[config.mk]
export PLATFORM = sky130hd
export DESIGN_NAME = inst_sequencer
export DESIGN_NICKNAME = d
export VERILOG_FILES = /design/src/rtl/inst_seq_pkg.sv /design/src/rtl/inst_seq_phase_cnt.sv /design/src/rtl/inst_sequencer.sv
export SDC_FILE = /design/constraint.sdc
export NUM_CORES = 1
export LEC_CHECK = 0
export ABC_AREA = 1
export CAP_MARGIN = 10
export CORE_AREA = 2 2 108 110
export DETAILED_ROUTE_END_ITERATION = 8
export DIE_AREA = 0 0 110 112
export GPL_TIMING_DRIVEN = 0
export HOLD_SLACK_MARGIN = 0.06
export PLACE_DENSITY = 0.84
export SKIP_LAST_GASP = 1
export SLEW_MARGIN = 20
export SYNTH_ARGS = -nofsm -noshare
export SYNTH_HDL_FRONTEND = slang
export SYNTH_SLANG_ARGS = --single-unit
[constraint.sdc]
create_clock -name clk -period 9.1 [get_ports clk]
set_input_delay 0.91 -clock clk [delete_from_list [all_inputs] [get_ports clk]]
set_output_delay 0.91 -clock clk [all_outputs]
set_load 0.02 [all_outputs]
[src/rtl/inst_seq_pkg.sv]
// inst_seq_pkg: shared types and constants for the instruction sequencer.
//   state_e        - sequencer state encoding
//   INST_W         - width of the fullchip instruction word
//   B_*            - bit positions / field LSBs inside the instruction word
//   phase_next()   - successor of each fixed-length state
package inst_seq_pkg;

    localparam int INST_W = 27;

    typedef enum logic [3:0] {
        IDLE, VWR, NWR, GAP, LOAD, WAIT1, EXEC, WAIT2, OFIFO, NORM, DONE
    } state_e;

    localparam int B_NORM_ADD = 23;  // [26:23]
    localparam int B_NORM_WR  = 22;
    localparam int B_NORM_RD  = 21;
    localparam int B_NORM     = 20;
    localparam int B_DIV      = 19;
    localparam int B_ACC      = 18;
    localparam int B_COL_C    = 17;
    localparam int B_OFIFO_RD = 16;
    localparam int B_VN_ADD   = 12;  // [15:12]
    localparam int B_PMEM_ADD = 8;   // [11:8]
    localparam int B_EXEC     = 7;
    localparam int B_LOAD     = 6;
    localparam int B_VMEM_RD  = 5;
    localparam int B_VMEM_WR  = 4;
    localparam int B_NMEM_RD  = 3;
    localparam int B_NMEM_WR  = 2;
    localparam int B_PMEM_RD  = 1;
    localparam int B_PMEM_WR  = 0;

    // Fixed-length states run in this order once the row streams are done.
    function automatic state_e phase_next(input state_e s);
        case (s)
            GAP:     return LOAD;
            LOAD:    return WAIT1;
            WAIT1:   return EXEC;
            EXEC:    return WAIT2;
            WAIT2:   return OFIFO;
            OFIFO:   return NORM;
            NORM:    return DONE;
            default: return IDLE;
        endcase
    endfunction

endpackage

[src/rtl/inst_seq_phase_cnt.sv]
// inst_seq_phase_cnt: loadable down-counter timing the fixed-length states.
//   clk_i, reset_ni  - clock, asynchronous active-low reset
//   load_i           - load load_val_i (length-1 of the state being entered)
//   load_val_i       - value to load
//   cnt_o            - cycles remaining after the current one
//   tc_o             - terminal count: current cycle is the last of the state
module inst_seq_phase_cnt #(
    parameter int W = 16
) (
    input  logic         clk_i,
    input  logic         reset_ni,
    input  logic         load_i,
    input  logic [W-1:0] load_val_i,
    output logic [W-1:0] cnt_o,
    output logic         tc_o
);

    logic [W-1:0] cnt_q;

    always_ff @(posedge clk_i or negedge reset_ni) begin
        if (!reset_ni)          cnt_q <= '0;
        else if (load_i)        cnt_q <= load_val_i;
        else if (cnt_q != '0)   cnt_q <= cnt_q - 1'b1;
    end

    assign cnt_o = cnt_q;
    assign tc_o  = (cnt_q == '0);

endmodule

[src/rtl/inst_sequencer.sv]
// inst_sequencer: on-chip initiator for fullchip. Forwards the host V/N row
// stream on mem_in and generates the full 27-bit inst schedule
// (V/N mem write, N load, execute, ofifo->pmem, pmem acc/normalise).
//   clk, reset_n    - clock, asynchronous active-low reset
//   start           - begin a run (only sampled in IDLE)
//   recon           - value driven on col_c during NORM
//   in_data/in_valid/in_ready - host row stream handshake
//   mem_in, inst    - registered outputs to fullchip
//   busy, done      - not-IDLE flag, one-cycle end-of-run pulse
// Optional (macro INST_SEQ_PERF_CNT_EN): cyc_cnt counts busy cycles,
// stall_cnt counts stream cycles without in_valid; both saturate.
module inst_sequencer
    import inst_seq_pkg::*;
#(
    parameter int total_cycle = 8,
    parameter int col         = 8,
    parameter int pr          = 8,
    parameter int bw          = 4,
    parameter int WAIT_CYC    = 10
) (
    input  logic                 clk,
    input  logic                 reset_n,
    input  logic                 start,
    input  logic                 recon,
    input  logic [pr*bw*2-1:0]   in_data,
    input  logic                 in_valid,
    output logic                 in_ready,
    output logic [pr*bw*2-1:0]   mem_in,
    output logic [INST_W-1:0]    inst,
    output logic                 busy,
    output logic                 done
`ifdef INST_SEQ_PERF_CNT_EN
   ,output logic [15:0]          cyc_cnt,
    output logic [15:0]          stall_cnt
`endif
);

    // 4-bit address fields must not alias within a phase.
    if (total_cycle + 2 > 16 || col > 16 || total_cycle < 1 || col < 1 || WAIT_CYC < 1) begin : g_bad_cfg
        $error("inst_sequencer: unsupported total_cycle/col/WAIT_CYC");
    end

    state_e              state_q, state_d;
    logic [3:0]          row_q, row_d;
    logic [INST_W-1:0]   inst_q, inst_d;
    logic [pr*bw*2-1:0]  mem_q, mem_d;
    logic                accept;
    logic                ph_load, ph_tc;
    logic [15:0]         ph_val, ph_cnt;
    int                  n_d;
    logic [3:0]          n4, n4m1, n4m8;

    function automatic int phase_len(input state_e s);
        case (s)
            GAP:          return 2;
            LOAD:         return col + 2;
            WAIT1, WAIT2: return WAIT_CYC;
            EXEC, OFIFO:  return total_cycle;
            NORM:         return total_cycle + 8;
            DONE:         return 1;
            default:      return 0;
        endcase
    endfunction

    assign in_ready = (state_q == VWR) || (state_q == NWR);
    assign accept   = in_valid && in_ready;

    always_comb begin : next_state
        state_d = state_q;
        row_d   = row_q;
        mem_d   = mem_q;
        case (state_q)
            IDLE: if (start) state_d = VWR;
            VWR, NWR: begin
                if (accept) begin
                    mem_d = in_data;
                    if (row_q == 4'(((state_q == VWR) ? total_cycle : col) - 1)) begin
                        row_d   = '0;
                        state_d = (state_q == VWR) ? NWR : GAP;
                    end else begin
                        row_d = row_q + 4'd1;
                    end
                end
            end
            default: if (ph_tc) state_d = phase_next(state_q);
        endcase
    end

    // inst is registered, so it is built from the state/phase index of the
    // coming cycle: index 0 on entry, otherwise one past the current index.
    assign ph_load = (state_d != state_q) && (phase_len(state_d) != 0);
    assign ph_val  = 16'(phase_len(state_d) - 1);
    assign n_d     = (state_d != state_q) ? 0 : phase_len(state_q) - int'(ph_cnt);
    assign n4      = 4'(n_d);
    assign n4m1    = 4'(n_d - 1);
    assign n4m8    = (n_d >= 8) ? 4'(n_d - 8) : 4'd0;

    inst_seq_phase_cnt #(.W(16)) u_phase (
        .clk_i      (clk),
        .reset_ni   (reset_n),
        .load_i     (ph_load),
        .load_val_i (ph_val),
        .cnt_o      (ph_cnt),
        .tc_o       (ph_tc)
    );

    always_comb begin : inst_gen
        inst_d = '0;
        case (state_d)
            LOAD: begin
                inst_d[B_LOAD] = 1'b1;
                if (n_d >= 1 && n_d <= col) begin
                    inst_d[B_NMEM_RD]     = 1'b1;
                    inst_d[B_VN_ADD +: 4] = n4m1;
                end
            end
            EXEC: begin
                inst_d[B_EXEC]        = 1'b1;
                inst_d[B_VMEM_RD]     = 1'b1;
                inst_d[B_VN_ADD +: 4] = n4;
            end
            OFIFO: begin
                inst_d[B_OFIFO_RD]      = 1'b1;
                inst_d[B_PMEM_WR]       = 1'b1;
                inst_d[B_PMEM_ADD +: 4] = n4;
            end
            NORM: begin
                inst_d[B_COL_C]   = recon;
                inst_d[B_NORM_RD] = 1'b0;  // unused by this schedule
                inst_d[B_NORM]    = 1'b0;
                if (n_d <= total_cycle + 1) begin
                    inst_d[B_PMEM_RD]       = 1'b1;
                    inst_d[B_PMEM_ADD +: 4] = n4;
                end
                if (n_d >= 2 && n_d <= total_cycle + 1) inst_d[B_ACC] = 1'b1;
                if (n_d >= 2 && n_d <= total_cycle + 4) inst_d[B_DIV] = 1'b1;
                if (n_d >= 7) begin
                    inst_d[B_NORM_WR]       = 1'b1;
                    inst_d[B_NORM_ADD +: 4] = n4m8;
                end
            end
            default: ;
        endcase
        // Stream writes land one cycle after acceptance, so the final row's
        // write spills into the first cycle of the following state. While a
        // stream is stalled the address keeps showing the last written row.
        if (accept) begin
            inst_d[(state_q == VWR) ? B_VMEM_WR : B_NMEM_WR] = 1'b1;
            inst_d[B_VN_ADD +: 4] = row_q;
        end else if (in_ready) begin
            inst_d[B_VN_ADD +: 4] = inst_q[B_VN_ADD +: 4];
        end
    end

    always_ff @(posedge clk or negedge reset_n) begin
        if (!reset_n) begin
            state_q <= IDLE;
            row_q   <= '0;
            inst_q  <= '0;
            mem_q   <= '0;
        end else begin
            state_q <= state_d;
            row_q   <= row_d;
            inst_q  <= inst_d;
            mem_q   <= mem_d;
        end
    end

    assign inst   = inst_q;
    assign mem_in = mem_q;
    assign busy   = (state_q != IDLE);
    assign done   = (state_q == DONE);

`ifdef INST_SEQ_PERF_CNT_EN
    logic [15:0] cyc_q, stall_q;

    always_ff @(posedge clk or negedge reset_n) begin
        if (!reset_n) begin
            cyc_q   <= '0;
            stall_q <= '0;
        end else if (state_q == IDLE && start) begin
            cyc_q   <= '0;
            stall_q <= '0;
        end else begin
            if (busy && cyc_q != 16'hFFFF)                   cyc_q   <= cyc_q + 16'd1;
            if (in_ready && !in_valid && stall_q != 16'hFFFF) stall_q <= stall_q + 16'd1;
        end
    end

    assign cyc_cnt   = cyc_q;
    assign stall_cnt = stall_q;
`endif

endmodule
==> flow_summary.yaml <==
status:
  outcome: "finished clean"
worst_setup_path:
  cpMaxStageDelayCell: "dfrtp_1"
  reg2reg_to: "inst[12]"
  crit_path_start_kind: "flip-flop"
  cp.depth: 17
  worstReg2RegStart: "state_q[1]"
  r2r_slack_ps: 5620
  rr_worst_depth: 17
  cp_max_fo: 6
  crit_start: "state_q[1]"
  crit_buf_inv: 3
  critPathCapture: "inst[12]"
  cp_common_cell: "nand2_1"
  cp.required_ps: 9330
  crit_family: "simple AND/OR/NAND/NOR gates"
  cpPeakStageDelay_ps: 460
  cp_cell_sequence: "inv_2, nor2_1, nor3_1, inv_1, fa_1, nor2_1, nand3_1, nand2_1, nand2_1, nor3_1, inv_1, o211ai_1, nand3_1, o21ai_1, nand2_1, nand4_1, nand4_1"
  critPathCaptureType: "flip-flop"
  criticalPathCategory: "reg2reg"
  cp.arrival_ps: 3710
sta:
  finClkSkew_ps: 10.5
  fin_crit_ps: 3480
  fmax_ghz: 0.288
  final.period_utilization_pct: 38.2
  hold_violations: 0
  setup_violations: 0
  rsz0062_at_grt: "false"
  drv_slew: 0
  tightest_slew_ps: 507
  timing.final.ws_setup_ps: 5620
  tns_ps: 0
  maxSlewHeadroom_pct: 66.2
synthesis:
  syn-cell-area_sq_um: 5630
  postSynth.asyncResetShare_pct: 100
  synth_edf_count: 0
  synth-seq-cells: 111
  yosysWarnings: 0
  ys.flop_type: "dfrtp_1"
  syn_area_per_cell_sq_um: 7.98
  synth_cell_types: 39
  synthCells: 705
  seq_area_frac_synth_pct: 49.4
detailed_routing:
  drtIter0Drc: 354
  topRoutingLayerUsed: "met4"
  routed_wl_mm: 14.5
  antenna_left: 0
  first_pass_iters: 5
  avgRoutedWirePerCell_microns: 14.2
  wl_met3_mm: 1.04
  drc: 0
  wl_met2_mm: 7.18
  num_vias: 5061
  met1_length_mm: 6.04
  vias_per_cell: 4.93
global_route:
  gr-usage-all-layers_pct: 24.7
  grt_max_degree: 80
  antenna_found_initial: 0
  grt_pass1_wl_mm: 23.8
  grt_pass1_vias: 4921
  grt.overflow.total: 0
final_layout:
  fillers: 909
  drive_above_1_share_pct: 7.47
  antenna_cells: 0
  fin_util_pct: 69.1
  nets: 962
  most-common-layout-cells: "nand2_1 (290), clkdlybuf4s50_1 (159), dfrtp_1 (111), nor2_1 (63), inv_1 (48)"
  area_growth_pct: 37.3
  layout_commonest_cell: "nand2_1"
  design_area_sq_um: 7720
  stdcell_count: 1026
placed_design:
  port-buffer-count: 160
  pre_cts_slack_ps: 5490
  place_hpwl_mm: 11.0
  place_inst: 1010
  place.gp.congestion: 0.969
  post_dp_cell_area_sq_um: 7440
die:
  row_count: 39
  dieHeight_microns: 112
  initial_utilization_pct: 50.3
  core_sq_um: 11200
  pin_count: 163
  die_w_microns: 110
  die-area_sq_um: 12300
cts:
  clock_latency_ps: 350
  clockRootBuffer: "clkbuf_16"
  cts_buffer_depth: 2
  tritoncts: "done"
  clock-sinks: 111
  hold_buffers: 0
  cts_buffers: 9
  cts.htree.levels: 3
  cts_setup_buffers: 0
  path_clk_slew_ps: 80
  cts_resized: 0
min_path:
  holdCritPathClass: "in2async"
power_and_ir_drop:
  ir_worst_vdd_mv: 0.190
  power.density_nw_per_um2: 319
  leakage_nw: 3.86
flow_run:
  drv_cap: 0
how the worst min path moves through the flow:
stage | cells past startpoint | slack (ps) | endpoint
2_1_floorplan | 2 | 470 | row_q[1]
3_3_place_gp | 2 | 450 | mem_in[44]
3_5_place_dp | 2 | 460 | mem_in[37]
4_1_cts | 1 | 430 | u_phase.cnt_o[12]
5_1_grt | 1 | 430 | u_phase.cnt_o[12]
6_report | 1 | 420 | u_phase.cnt_o[12]
metal layers:
metal / vias up / track usage [%]
met3: 17 / 5.97
met5: - / 0
li1: 2558 / -
met4: 0 / 7.85
met2: 148 / 40.5
met1: 2338 / 32.0
worst reg2reg max path, delay by kind of cell, from the launching register on:
kind                       cells  cell delay [ps]
AOI/OAI and AO/OA              2              500
adders and majority gates      1              420
buffers and inverters          3              340
DFF                            1              460
and+or+nand+nor               11             1650
area by class of cell:
class                           instances  area (sq um)  share of cell area (%)
Clock inverter                          6          56.3                   0.729
Buffer                                 20          97.6                    1.26
Inverter                               56           211                    2.74
Multi-Input combinational cell        519          2540                    32.9
Sequential cell                       111          2780                    36.0
Tap cell                              143           179                    2.32
Clock buffer                           10           229                    2.96
Timing Repair Buffer                  161          1630                    21.1
cell usage after synthesis (all sizes together), types with 4 or more instances:
cell type  count  share of area [%]
a21oi         11                1.3
xnor2          5               0.78
buf            5               0.73
xor2          13                2.0
nor2          77                6.4
nand3         35                3.6
nor3          12                1.1
nand4         15                1.7
nand2        302                 21
o21ai         17                1.6
clkbuf        15                1.0
ha            14                3.1
o211ai         4               0.62
inv           55                3.7
dfrtp        111                 49
through the flow:
stage	power [W]	hold slack (ps)
6_report	0.00247	423
5_1_grt	0.00266	435
4_1_cts	0.00248	431
3_5_place_dp	0.00209	457
3_3_place_gp	0.00205	452
2_1_floorplan	0.00157	468
sequential cells by signal, indices dropped and copies added, names as in the netlist:
register	count
mem_in	64
inst	23
u_phase.cnt_o	16
row_q	4
state_q	4
power breakdown:
group	switching [W]	internal, W	total [W]
registers	0.000134	0.000685	0.000819
logic	0.000753	0.000512	0.00127
clock network	0.000191	0.000191	0.000382
kinds of logic (layout without fill, tap and decap cells):
logic type	after synthesis	after routing	synth area share (%)
other	1	2	0.0667
buffers and inverters	76	253	5.49
and+or+nand+nor	445	445	34.3
AOI/OAI and AO/OA	38	38	4.34
DFF	111	111	49.4
adders and majority gates	15	15	3.47
xor gates and xnor gates	18	18	2.80
muxes	1	1	0.178
Note: power is estimated with default switching activity, not from simulation.
